`src/rtl/palette_pkg.sv`:
```
// Shared types and helpers for the palette lookup block: RGB word type,
// loader state encoding and the greyscale ramp used as reset contents.
package palette_pkg;

   localparam int CH_W  = 8;
   localparam int RGB_W = 3 * CH_W;

   typedef logic [RGB_W-1:0] rgb_t;

   typedef enum logic {
      LD_IDLE = 1'b0,
      LD_LOAD = 1'b1
   } ld_state_e;

   // Entry i of a 2**idx_w palette: equal R/G/B stepping linearly from black to white.
   function automatic rgb_t grey_ramp(input int i, input int idx_w);
      int              maxIdx;
      logic [CH_W-1:0] grey;
      maxIdx = (1 << idx_w) - 1;
      grey   = CH_W'((i * 255) / maxIdx);
      return {3{grey}};
   endfunction

endpackage

```
`src/rtl/palette_loader.sv`:
```
// Shadow-palette loader: walks the word counter for the palette being filled
// and tracks which complete shadows are waiting for the next frame boundary.
module palette_loader
   import palette_pkg::*;
#(
   parameter int IDX_W   = 4,
   parameter int COLOR_W = 24,
   parameter int NUM_PAL = 4,
   parameter int PAL_W   = 2
) (
   input  logic               i_clk,
   input  logic               i_rst_n,
   input  logic               i_ld_start,
   input  logic [PAL_W-1:0]   i_ld_pal,
   input  logic               i_ld_valid,
   input  logic [COLOR_W-1:0] i_ld_data,
   input  logic               i_frame_start,
   output logic               o_ld_ready,
   output logic               o_ld_busy,
   output logic [NUM_PAL-1:0] o_pending,
   output logic               o_wr_en,
   output logic [PAL_W-1:0]   o_wr_pal,
   output logic [IDX_W-1:0]   o_wr_addr,
   output logic [COLOR_W-1:0] o_wr_data
);

   localparam logic [IDX_W-1:0] LAST_IDX = '1;

   ld_state_e          state_q,   state_d;
   logic [IDX_W-1:0]   cnt_q,     cnt_d;
   logic [PAL_W-1:0]   pal_q,     pal_d;
   logic [NUM_PAL-1:0] pending_q, pending_d;
   logic               wrEn;

   // A restart takes priority over a word presented in the same cycle, so an
   // interrupted load never marks either palette pending.
   always_comb begin
      state_d   = state_q;
      cnt_d     = cnt_q;
      pal_d     = pal_q;
      pending_d = pending_q;
      wrEn      = 1'b0;

      if (i_frame_start) begin
         pending_d = '0;
      end

      if (i_ld_start) begin
         state_d = LD_LOAD;
         cnt_d   = '0;
         pal_d   = i_ld_pal;
         for (int p = 0; p < NUM_PAL; p++) begin
            if (PAL_W'(p) == i_ld_pal) begin
               pending_d[p] = 1'b0;
            end
         end
      end else if ((state_q == LD_LOAD) && i_ld_valid) begin
         wrEn  = 1'b1;
         cnt_d = cnt_q + IDX_W'(1);
         if (cnt_q == LAST_IDX) begin
            state_d = LD_IDLE;
            for (int p = 0; p < NUM_PAL; p++) begin
               if (PAL_W'(p) == pal_q) begin
                  pending_d[p] = 1'b1;
               end
            end
         end
      end
   end

   always_ff @(posedge i_clk) begin
      if (!i_rst_n) begin
         state_q   <= LD_IDLE;
         cnt_q     <= '0;
         pal_q     <= '0;
         pending_q <= '0;
      end else begin
         state_q   <= state_d;
         cnt_q     <= cnt_d;
         pal_q     <= pal_d;
         pending_q <= pending_d;
      end
   end

   assign o_ld_ready = (state_q == LD_LOAD);
   assign o_ld_busy  = (state_q == LD_LOAD);
   assign o_pending  = pending_q;
   assign o_wr_en    = wrEn;
   assign o_wr_pal   = pal_q;
   assign o_wr_addr  = cnt_q;
   assign o_wr_data  = i_ld_data;

endmodule

```
`src/rtl/palette_lut.sv`:
```
// Multi-palette colour lookup with double-buffered palettes: shadows are filled
// by the loader and copied into the active set only at a frame boundary.
module palette_lut
   import palette_pkg::*;
#(
   parameter  int IDX_W     = 4,
   parameter  int COLOR_W   = 24,
   parameter  int NUM_PAL   = 4,
   parameter  int TRANSP_EN = 1,
   localparam int PAL_W     = (NUM_PAL > 1) ? $clog2(NUM_PAL) : 1
) (
   input  logic               i_clk,
   input  logic               i_rst_n,
   input  logic               i_ld_start,
   input  logic [PAL_W-1:0]   i_ld_pal,
   input  logic               i_ld_valid,
   input  logic [COLOR_W-1:0] i_ld_data,
   output logic               o_ld_ready,
   output logic               o_ld_busy,
   output logic [NUM_PAL-1:0] o_pending,
   input  logic               i_frame_start,
   input  logic               i_px_valid,
   input  logic [PAL_W-1:0]   i_pal_sel,
   input  logic [IDX_W-1:0]   i_idx,
   output logic               o_px_valid,
   output logic [COLOR_W-1:0] o_rgb,
   output logic               o_transparent
);

   localparam int DEPTH = 2 ** IDX_W;

   logic [COLOR_W-1:0] active_q [NUM_PAL][DEPTH];
   logic [COLOR_W-1:0] shadow_q [NUM_PAL][DEPTH];

   logic               wrEn;
   logic [PAL_W-1:0]   wrPal;
   logic [IDX_W-1:0]   wrAddr;
   logic [COLOR_W-1:0] wrData;
   logic [NUM_PAL-1:0] pending;

   logic               s1Valid_q;
   logic [PAL_W-1:0]   s1Pal_q;
   logic [IDX_W-1:0]   s1Idx_q;
   logic               s2Valid_q;
   logic [COLOR_W-1:0] rgb_q;
   logic               transp_q;

   logic [COLOR_W-1:0] rdRgb;
   logic               rdPalOk;
   logic               rdTransp;

   palette_loader #(
      .IDX_W   (IDX_W),
      .COLOR_W (COLOR_W),
      .NUM_PAL (NUM_PAL),
      .PAL_W   (PAL_W)
   ) u_loader (
      .i_clk         (i_clk),
      .i_rst_n       (i_rst_n),
      .i_ld_start    (i_ld_start),
      .i_ld_pal      (i_ld_pal),
      .i_ld_valid    (i_ld_valid),
      .i_ld_data     (i_ld_data),
      .i_frame_start (i_frame_start),
      .o_ld_ready    (o_ld_ready),
      .o_ld_busy     (o_ld_busy),
      .o_pending     (pending),
      .o_wr_en       (wrEn),
      .o_wr_pal      (wrPal),
      .o_wr_addr     (wrAddr),
      .o_wr_data     (wrData)
   );

   assign o_pending = pending;

   // Commit uses the registered pending bits, so a shadow completed on the
   // same edge as the frame pulse waits for the following frame.
   always_ff @(posedge i_clk) begin
      if (!i_rst_n) begin
         for (int p = 0; p < NUM_PAL; p++) begin
            for (int i = 0; i < DEPTH; i++) begin
               active_q[p][i] <= COLOR_W'(grey_ramp(i, IDX_W));
            end
         end
      end else if (i_frame_start) begin
         for (int p = 0; p < NUM_PAL; p++) begin
            if (pending[p]) begin
               for (int i = 0; i < DEPTH; i++) begin
                  active_q[p][i] <= shadow_q[p][i];
               end
            end
         end
      end
   end

   always_ff @(posedge i_clk) begin
      if (!i_rst_n) begin
         for (int p = 0; p < NUM_PAL; p++) begin
            for (int i = 0; i < DEPTH; i++) begin
               shadow_q[p][i] <= COLOR_W'(grey_ramp(i, IDX_W));
            end
         end
      end else if (wrEn) begin
         for (int p = 0; p < NUM_PAL; p++) begin
            if (wrPal == PAL_W'(p)) begin
               shadow_q[p][wrAddr] <= wrData;
            end
         end
      end
   end

   // Palette selects beyond NUM_PAL read as transparent black.
   always_comb begin
      rdRgb   = '0;
      rdPalOk = 1'b0;
      for (int p = 0; p < NUM_PAL; p++) begin
         if (s1Pal_q == PAL_W'(p)) begin
            rdRgb   = active_q[p][s1Idx_q];
            rdPalOk = 1'b1;
         end
      end
      rdTransp = !rdPalOk || ((TRANSP_EN != 0) && (s1Idx_q == '0));
   end

   always_ff @(posedge i_clk) begin
      if (!i_rst_n) begin
         s1Valid_q <= 1'b0;
         s1Pal_q   <= '0;
         s1Idx_q   <= '0;
         s2Valid_q <= 1'b0;
         rgb_q     <= '0;
         transp_q  <= 1'b0;
      end else begin
         s1Valid_q <= i_px_valid;
         s1Pal_q   <= i_pal_sel;
         s1Idx_q   <= i_idx;
         s2Valid_q <= s1Valid_q;
         if (s1Valid_q) begin
            rgb_q    <= rdRgb;
            transp_q <= rdTransp;
         end
      end
   end

   assign o_px_valid    = s2Valid_q;
   assign o_rgb         = rgb_q;
   assign o_transparent = transp_q;

endmodule

```
`config.mk`:
```
export PLATFORM = sky130hd
export DESIGN_NAME = palette_lut
export DESIGN_NICKNAME = d
export VERILOG_FILES = /design/src/rtl/palette_pkg.sv /design/src/rtl/palette_loader.sv /design/src/rtl/palette_lut.sv
export SDC_FILE = /design/constraint.sdc
export NUM_CORES = 2
export LEC_CHECK = 0
export ABC_CLOCK_PERIOD_IN_PS = 9900
export BUFFER_PORTS_ARGS = -buffer_cell sky130_fd_sc_hd__clkbuf_2
export CORE_ASPECT_RATIO = 1.75
export CORE_MARGIN = 4
export CORE_UTILIZATION = 35
export DETAILED_ROUTE_END_ITERATION = 8
export PLACE_DENSITY = 0.53
export SLEW_MARGIN = 20
export SYNTH_ARGS = -nofsm -noshare
export SYNTH_HDL_FRONTEND = slang
export SYNTH_SLANG_ARGS = --single-unit
```
`constraint.sdc`:
```
create_clock -name i_clk -period 9.9 [get_ports i_clk]
set_clock_uncertainty 0.1 [all_clocks]
set_input_delay 0.495 -clock i_clk [delete_from_list [all_inputs] [get_ports i_clk]]
set_output_delay 0.495 -clock i_clk [all_outputs]
set_load 0.03 [all_outputs]
```
Word-level counts from Yosys, hierarchy flattened. Memories as Yosys holds them, arrays and structs flattened. Cells that the tools add are included.

Add/sub/neg operators: 1. Order comparisons: 3. Equality and inequality tests: 13. Muxes and demuxes: 1672. Bitwise gates (word level): 1603. Reduce and logical (&&, ||, !) cells: 12.

Operators by type and width (count): $mux W24 (77); $or A1 B1 Y1 (1600); $mux W1 (1582); $mux W384 (4); $bmux W24 S4 (4); $demux W24 S4 (1); $mux W4 (4); $ge A5 B5 Y1 const B (2); $not A4 Y5 (2); $eq A2 B2 Y1 const A (4); $eq A2 B2 Y1 const B (4); $logic_not A2 Y1 (3); $lt A5 B1 Y1 const B (1); $add A4 B1 Y4 const B (1); $eq A1 B2 Y1 const A (2); $eq A2 B1 Y1 const B (2); $eq A4 B4 Y1 const B (1); $logic_not A4 Y1 (1); $reduce_bool A2 Y1 (2); $logic_and A1 B1 Y1 (2); $reduce_and A2 Y1 (1); $reduce_or A2 Y1 (1); $logic_not A1 Y1 (1); $logic_or A1 B1 Y1 (1); $not A1 Y1 (1).

Bits in registers: 44. Memory bits (writable): 3072. Input port bits: 38. Output and inout bits: 32. Word-level logic and storage cells: 3316. Memories kept: 2.

Memories: active_q (depth 4, bits a word 384, rd ports 4, clocked after memory_dff 0, wr ports 4, RTL line palette_lut.sv:32) `logic [COLOR_W-1:0] active_q [NUM_PAL][DEPTH];`; shadow_q (depth 4, bits a word 384, rd ports 4, clocked after memory_dff 0, wr ports 4, RTL line palette_lut.sv:33) `logic [COLOR_W-1:0] shadow_q [NUM_PAL][DEPTH];`.

Depth between registers and ports, before layout.
Word-level depth: 8. Gate-level depth with buffers: 11. Mapped depth without buffers: 8.

By module. From an unflattened synthesis, not the netlist that was laid out.

Cell total of the unflattened synthesis: 9239. Area, all modules: 124474.4 um^2.

By module, submodules not included: palette_lut (times used 1, cells each 9157, area an instance 123759.9 um^2, sequential area each 85462.0 um^2); palette_loader (times used 1, cells each 82, area an instance 714.4 um^2, sequential area each 220.2 um^2).

Least setup slack after synthesis. OpenSTA, ideal clock, no wires.

Path kind: input to register. From: in i_rst_n. To: mem active_q[1][0] (netlist name), enable pin. Library setup time: 2792 ps. Arrival time: 7539 ps. Required time: 7008 ps. Path slack: -531 ps. Stages on the path: 4. Buffers on the path: 3. Cell sequence: clkbuf_1 clkbuf_1 buf_1 nand2_1.

RTL lines: start: declaration (RTL line palette_lut.sv:13) `input logic i_rst_n,`; end: declaration (RTL line palette_lut.sv:32).

Final worst setup path.
From: reg s1Idx_q[1]. To: reg rgb_q[23], in the netlist o_rgb[23].

Word-level cells in the longest chain between the ends: 8. Elaborated cells between the ends (all ways): 17.

Ends and longest elaborated chain: start: declaration (RTL line palette_lut.sv:43) `logic [IDX_W-1:0] s1Idx_q;`; start signal: assignment (RTL line palette_lut.sv:136) `s1Idx_q <= i_idx;`; $not A4 Y5 (not written as such) * (RTL line palette_lut.sv:118) `rdRgb = active_q[p][s1Idx_q];`; $bmux W24 S4 (RTL line palette_lut.sv:118); $mux W24 (not written as such) (2 in a row) (RTL line palette_lut.sv:118); $mux W24 (3 in a row) (RTL line palette_lut.sv:117) `if (s1Pal_q == PAL_W'(p)) begin`; $mux W24 * (RTL line palette_lut.sv:117); end signal: assignment (RTL line palette_lut.sv:139) `rgb_q <= rdRgb;`; end: declaration (RTL line palette_lut.sv:45) `logic [COLOR_W-1:0] rgb_q;`.

Every way passes the cells marked *; elsewhere a longest branch is shown, timed or not. The select of a mux whose other input is x is not followed. A chain may end at the register's enable or synchronous reset.

==> tab_implementation.tex <==
\begin{tabular}{lr}
\hline
Metric & Value \\
\hline
\multicolumn{2}{l}{\textbf{Setup path}} \\
Crit Path Class & reg2reg \\
Critical path required time & 10.59 ns \\
Endpoint of the most critical register-to-register path & o\_rgb[23] \\
Critical Path AT & 5.22 ns \\
Critical Path Max Stage Delay & 0.88 ns \\
Buffers \& Inverters on Critical Path & 2 \\
CP Max Fanout & 80 \\
Setup crit start kind & flip-flop \\
Series of cell instances along the critical path & buf\_12 > buf\_4 > mux4\_2 > a221oi\_2 > a21oi\_1 > a211oi\_2 > o21ai\_1 > a32o\_1 \\
Slowest library cell on the worst path & dfxtp\_4 \\
Cell family with the largest share of critical-path delay & compound AO/OA/AOI/OAI gates \\
Kind of capture point of the worst setup path & flip-flop \\
Reg-to-reg critical path startpoint & s1Idx\_q[1] \\
R2R Setup Slk & 5.37 ns \\
R2R depth & 8 \\
\multicolumn{2}{l}{\textbf{Timing}} \\
Final setup viols & 0 \\
Worst hold margin & 0.0634 ns \\
Rel. slew slack & 0.231 \\
Top achievable clock speed & 221 MHz \\
Shortest period the worst path allows & 4.53 ns \\
Crit share post-route & 0.457 \\
Final Max Tran Viols & 0 \\
Final Hold Vio Count & 0 \\
RSZ-0062 raised after global routing & false \\
Transition at the pin with the smallest max-transition slack & 1.15 ns \\
\multicolumn{2}{l}{\textbf{Clock tree}} \\
Count of cells resized by post-cts repair & 0 \\
CTS H-tree lvls & 5 \\
CTS Root Cell & clkbuf\_16 \\
Total of hold buffers inserted after clock tree synthesis & 18 \\
Clock-pin slew of the registers on the worst-case setup and hold paths & 0.06 ns \\
TritonCTS buffer count & 281 \\
Clock net sink count & 3116 \\
Maximum buffer depth of the clock tree & 4 \\
TritonCTS clock tree & yes \\
Worst-skew pair later-pin latency & 0.92 ns \\
Post-CTS Setup Inserts & 0 \\
\multicolumn{2}{l}{\textbf{Placement}} \\
Placed cell area & 130000 um2 \\
Number of input and output port buffers inserted & 69 \\
Weighted congestion reported at the end of routability-driven placement & 0.865 \\
Hpwl dp & 237 mm \\
\multicolumn{2}{l}{\textbf{Die}} \\
Number of primary I/O pins & 70 \\
Starting density of the core & 0.352 \\
Total core area & 354000 um2 \\
Die outline width & 459 um \\
Number of core rows & 289 \\
Overall die area & 366000 um2 \\
Vertical die dimension & 798 um \\
\multicolumn{2}{l}{\textbf{Synth}} \\
Post-synthesis register bit count & 3116 \\
Async set or reset register ratio after synthesis & 0 \\
Fraction of the yosys area taken by sequential cells & 0.687 \\
Syn\_nets & 9148 \\
Average footprint of a synthesized cell & 13.7 um2 \\
Post-synthesis cell type count & 69 \\
Count of mapped cells out of synthesis & 9106 \\
Cell area after synthesis & 125000 um2 \\
Number of enable-type register cells in the synthesized netlist & 2328 \\
Post-synth top flop & edfxtp\_1 \\
Number of synthesis warnings & 0 \\
\multicolumn{2}{l}{\textbf{Drt}} \\
Number of DRC violations after detailed-routing iteration 0 & 6510 \\
Final wirelength & 385 mm \\
Detailed-route via count & 71951 \\
Per-cell via count in the routed design & 5.19 \\
DRC violation count after routing & 0 \\
Routed wire per std cell & 27.8 um \\
Antenna-violating nets left & 0 \\
First-pass iteration count of the detailed router & 6 \\
\multicolumn{2}{l}{\textbf{Job}} \\
Number of maximum-capacitance violations & 0 \\
\multicolumn{2}{l}{\textbf{Cells and area}} \\
Share of post-route cells with drive strength above 1 & 0.138 \\
Final design instance area without fill & 140000 um2 \\
Area growth, synth to finish & 12.0\% \\
Final \#Nets & 9009 \\
\multicolumn{2}{l}{\textbf{Worst hold path}} \\
Critical hold path startpoint & i\_ld\_data[11] \\
Worst hold path type & in2reg \\
Worst-case hold path end point & shadow\_q[3][299] \\
Min-Delay Path Depth & 3 \\
\multicolumn{2}{l}{\textbf{Pwr}} \\
Maximum resistive drop on vdd & 141 uV \\
Standby leakage power & 46.3 nW \\
P per Cell Area & 194 nW/um2 \\
Overall Power & 27.0 mW \\
\multicolumn{2}{l}{\textbf{Global routing}} \\
Vias in the first global route & 71885 \\
GRT met3 Usage & 0.0288 \\
Maximum number of pins on one net before global-route repair & 256 \\
Global routing usage on met2 & 0.376 \\
Most Used Layer, Global Route & met2 \\
Overall global routing resource usage & 0.206 \\
Met1 GRT Util & 0.229 \\
Initial antenna violation count & 30 \\
Overall overflow remaining after global route & 0 \\
Wire length of the first global-routing pass & 540 mm \\
\multicolumn{2}{l}{\textbf{Outcome}} \\
Run status & complete, no violations \\
\hline
\end{tabular}
==> metrics by stage <==
stage,util,worst slack [ns],TNS (ns),std cells
2_1_floorplan,-,-0.531,-611.43,9106
3_3_place_gp,0.368,5.20,0,13319
3_5_place_dp,0.368,5.23,0,13322
4_1_cts,0.394,5.32,0,13841
5_1_grt,0.394,5.25,0,13857
6_report,0.394,5.37,0,13864
==> cell type report <==
cell class	count	area, um2
fillers	32863	215000
flip-flops and latches	3116	85700
multi-input cells	5261	36700
clock buffers	371	7800
well taps	4656	5830
repair buffers	299	2380
clock inverters	130	1230
diodes	23	57.6
inverters	8	30.0
==> worst max path at each step <==
stage,endpoint,slack (ns),cells after the start,start
after floorplan,active_q[1][0],-0.53,4,i_rst_n
after CTS,o_rgb[23],5.32,8,s1Idx_q[1]
final,o_rgb[23],5.37,8,s1Idx_q[1]
after detailed placement,active_q[0][300],5.23,6,i_rst_n
after global placement,o_rgb[6],5.20,6,s1Idx_q[1]
after global routing,o_rgb[23],5.25,8,s1Idx_q[1]
==> state kept, by name (all words and copies together), names as in the netlist, 2 cells and up <==
| name | cells |
|---|---|
| active_q | 1536 |
| shadow_q | 1536 |
| o_rgb | 24 |
| s1Idx_q | 4 |
| u_loader.o_pending | 4 |
| u_loader.o_wr_addr | 4 |
| s1Pal_q | 2 |
| u_loader.o_wr_pal | 2 |
==> cell usage in the layout (no fill, tap or decap), types with 16 or more instances in the layout <==
master         netlist  routed
clkinv_1             1      32
clkbuf_2             0      52
nand3_2              0      18
clkinv_2             0      49
buf_12               1      18
nor2_4               0      27
clkbuf_16            0     290
o21ai_2              0      17
clkbuf_1           552      57
o21ai_0             55      22
dlygate4sd3_1        0      18
a31o_2              24      24
mux4_1              18      18
edfxtp_1          2328    2328
nor2_1              63      28
nand2b_1           777     777
mux4_2             368     368
nand3_1            436     417
dfxtp_1            788     783
o21ai_4              0      16
or2_2               25      25
clkbuf_8             0      24
a21boi_0           315     315
bufinv_16            0      19
nor2b_1             65      59
a211oi_1            24      18
mux2i_1             68      67
diode_2              0      23
buf_4               27     198
and2_1             963     962
a21boi_1            46      46
a22oi_1             61      61
a21oi_1             53      53
a21o_1             168     168
nor2_2              11      19
nand2_1           1563    1555
==> logic make-up after synthesis <==
family	synth area share
adder cells (fa/ha/maj)	0.000401
multiplexers	0.0764
flip-flops	0.687
XOR/XNOR	0.000211
buffers and inverters	0.0252
AND/OR/NAND/NOR	0.162
AO/OA/AOI/OAI	0.0489
==> synthesized netlist by cell type, types with 6 or more instances <==
cell	number	area, um2
dfxtp_1	788	15800
edfxtp_1	2328	69900
o21ai_0	55	275
mux4_2	368	8290
nor3_1	14	70.1
o21ai_1	6	30.0
nand2b_1	777	4860
buf_6	18	203
buf_2	88	440
mux2_2	8	90.1
o211ai_1	8	60.1
buf_4	27	203
and3_1	17	106
a2111oi_0	6	52.6
nor2b_1	65	407
a22o_1	7	61.3
o221ai_1	10	87.6
nor2_1	63	236
buf_1	31	116
a31o_2	24	210
nor2_2	11	68.8
a31oi_1	6	37.5
mux4_1	18	473
a21boi_1	46	345
nand3_1	436	2180
and2_1	963	6020
a22oi_1	61	458
a21boi_0	315	2360
clkbuf_1	552	2070
and2b_1	6	45.0
o22ai_1	10	62.6
a21oi_1	53	265
or2_2	25	156
nand2_1	1563	5870
mux2i_1	68	681
a21o_1	168	1260
inv_1	7	26.3
a32o_1	9	90.1
a211oi_1	24	180
==> power by group <==
group	leakage [nW]	switching (mW)	total [mW]	internal (mW)
logic	13.5	1.05	1.48	0.428
registers	28.4	0.136	14.5	14.4
clock network	4.43	4.94	11.0	6.08
==> worst reg2reg max path, stage by stage (launching register included) <==
cell and delay, ns:
dfxtp_4 0.88, buf_12 0.47, buf_4 0.85, mux4_2 0.50, a221oi_2 0.29, a21oi_1 0.10, a211oi_2 0.71, o21ai_1 0.24
a32o_1 0.31
==> per-layer routing <==
metal / share of wire / vias up
met1: 0.35 / 36927
met3: 0.055 / 781
met5: 0.00018 / -
met2: 0.52 / 2342
met4: 0.066 / 10
li1: - / 31891
Note: power is estimated with default switching activity, not from simulation.
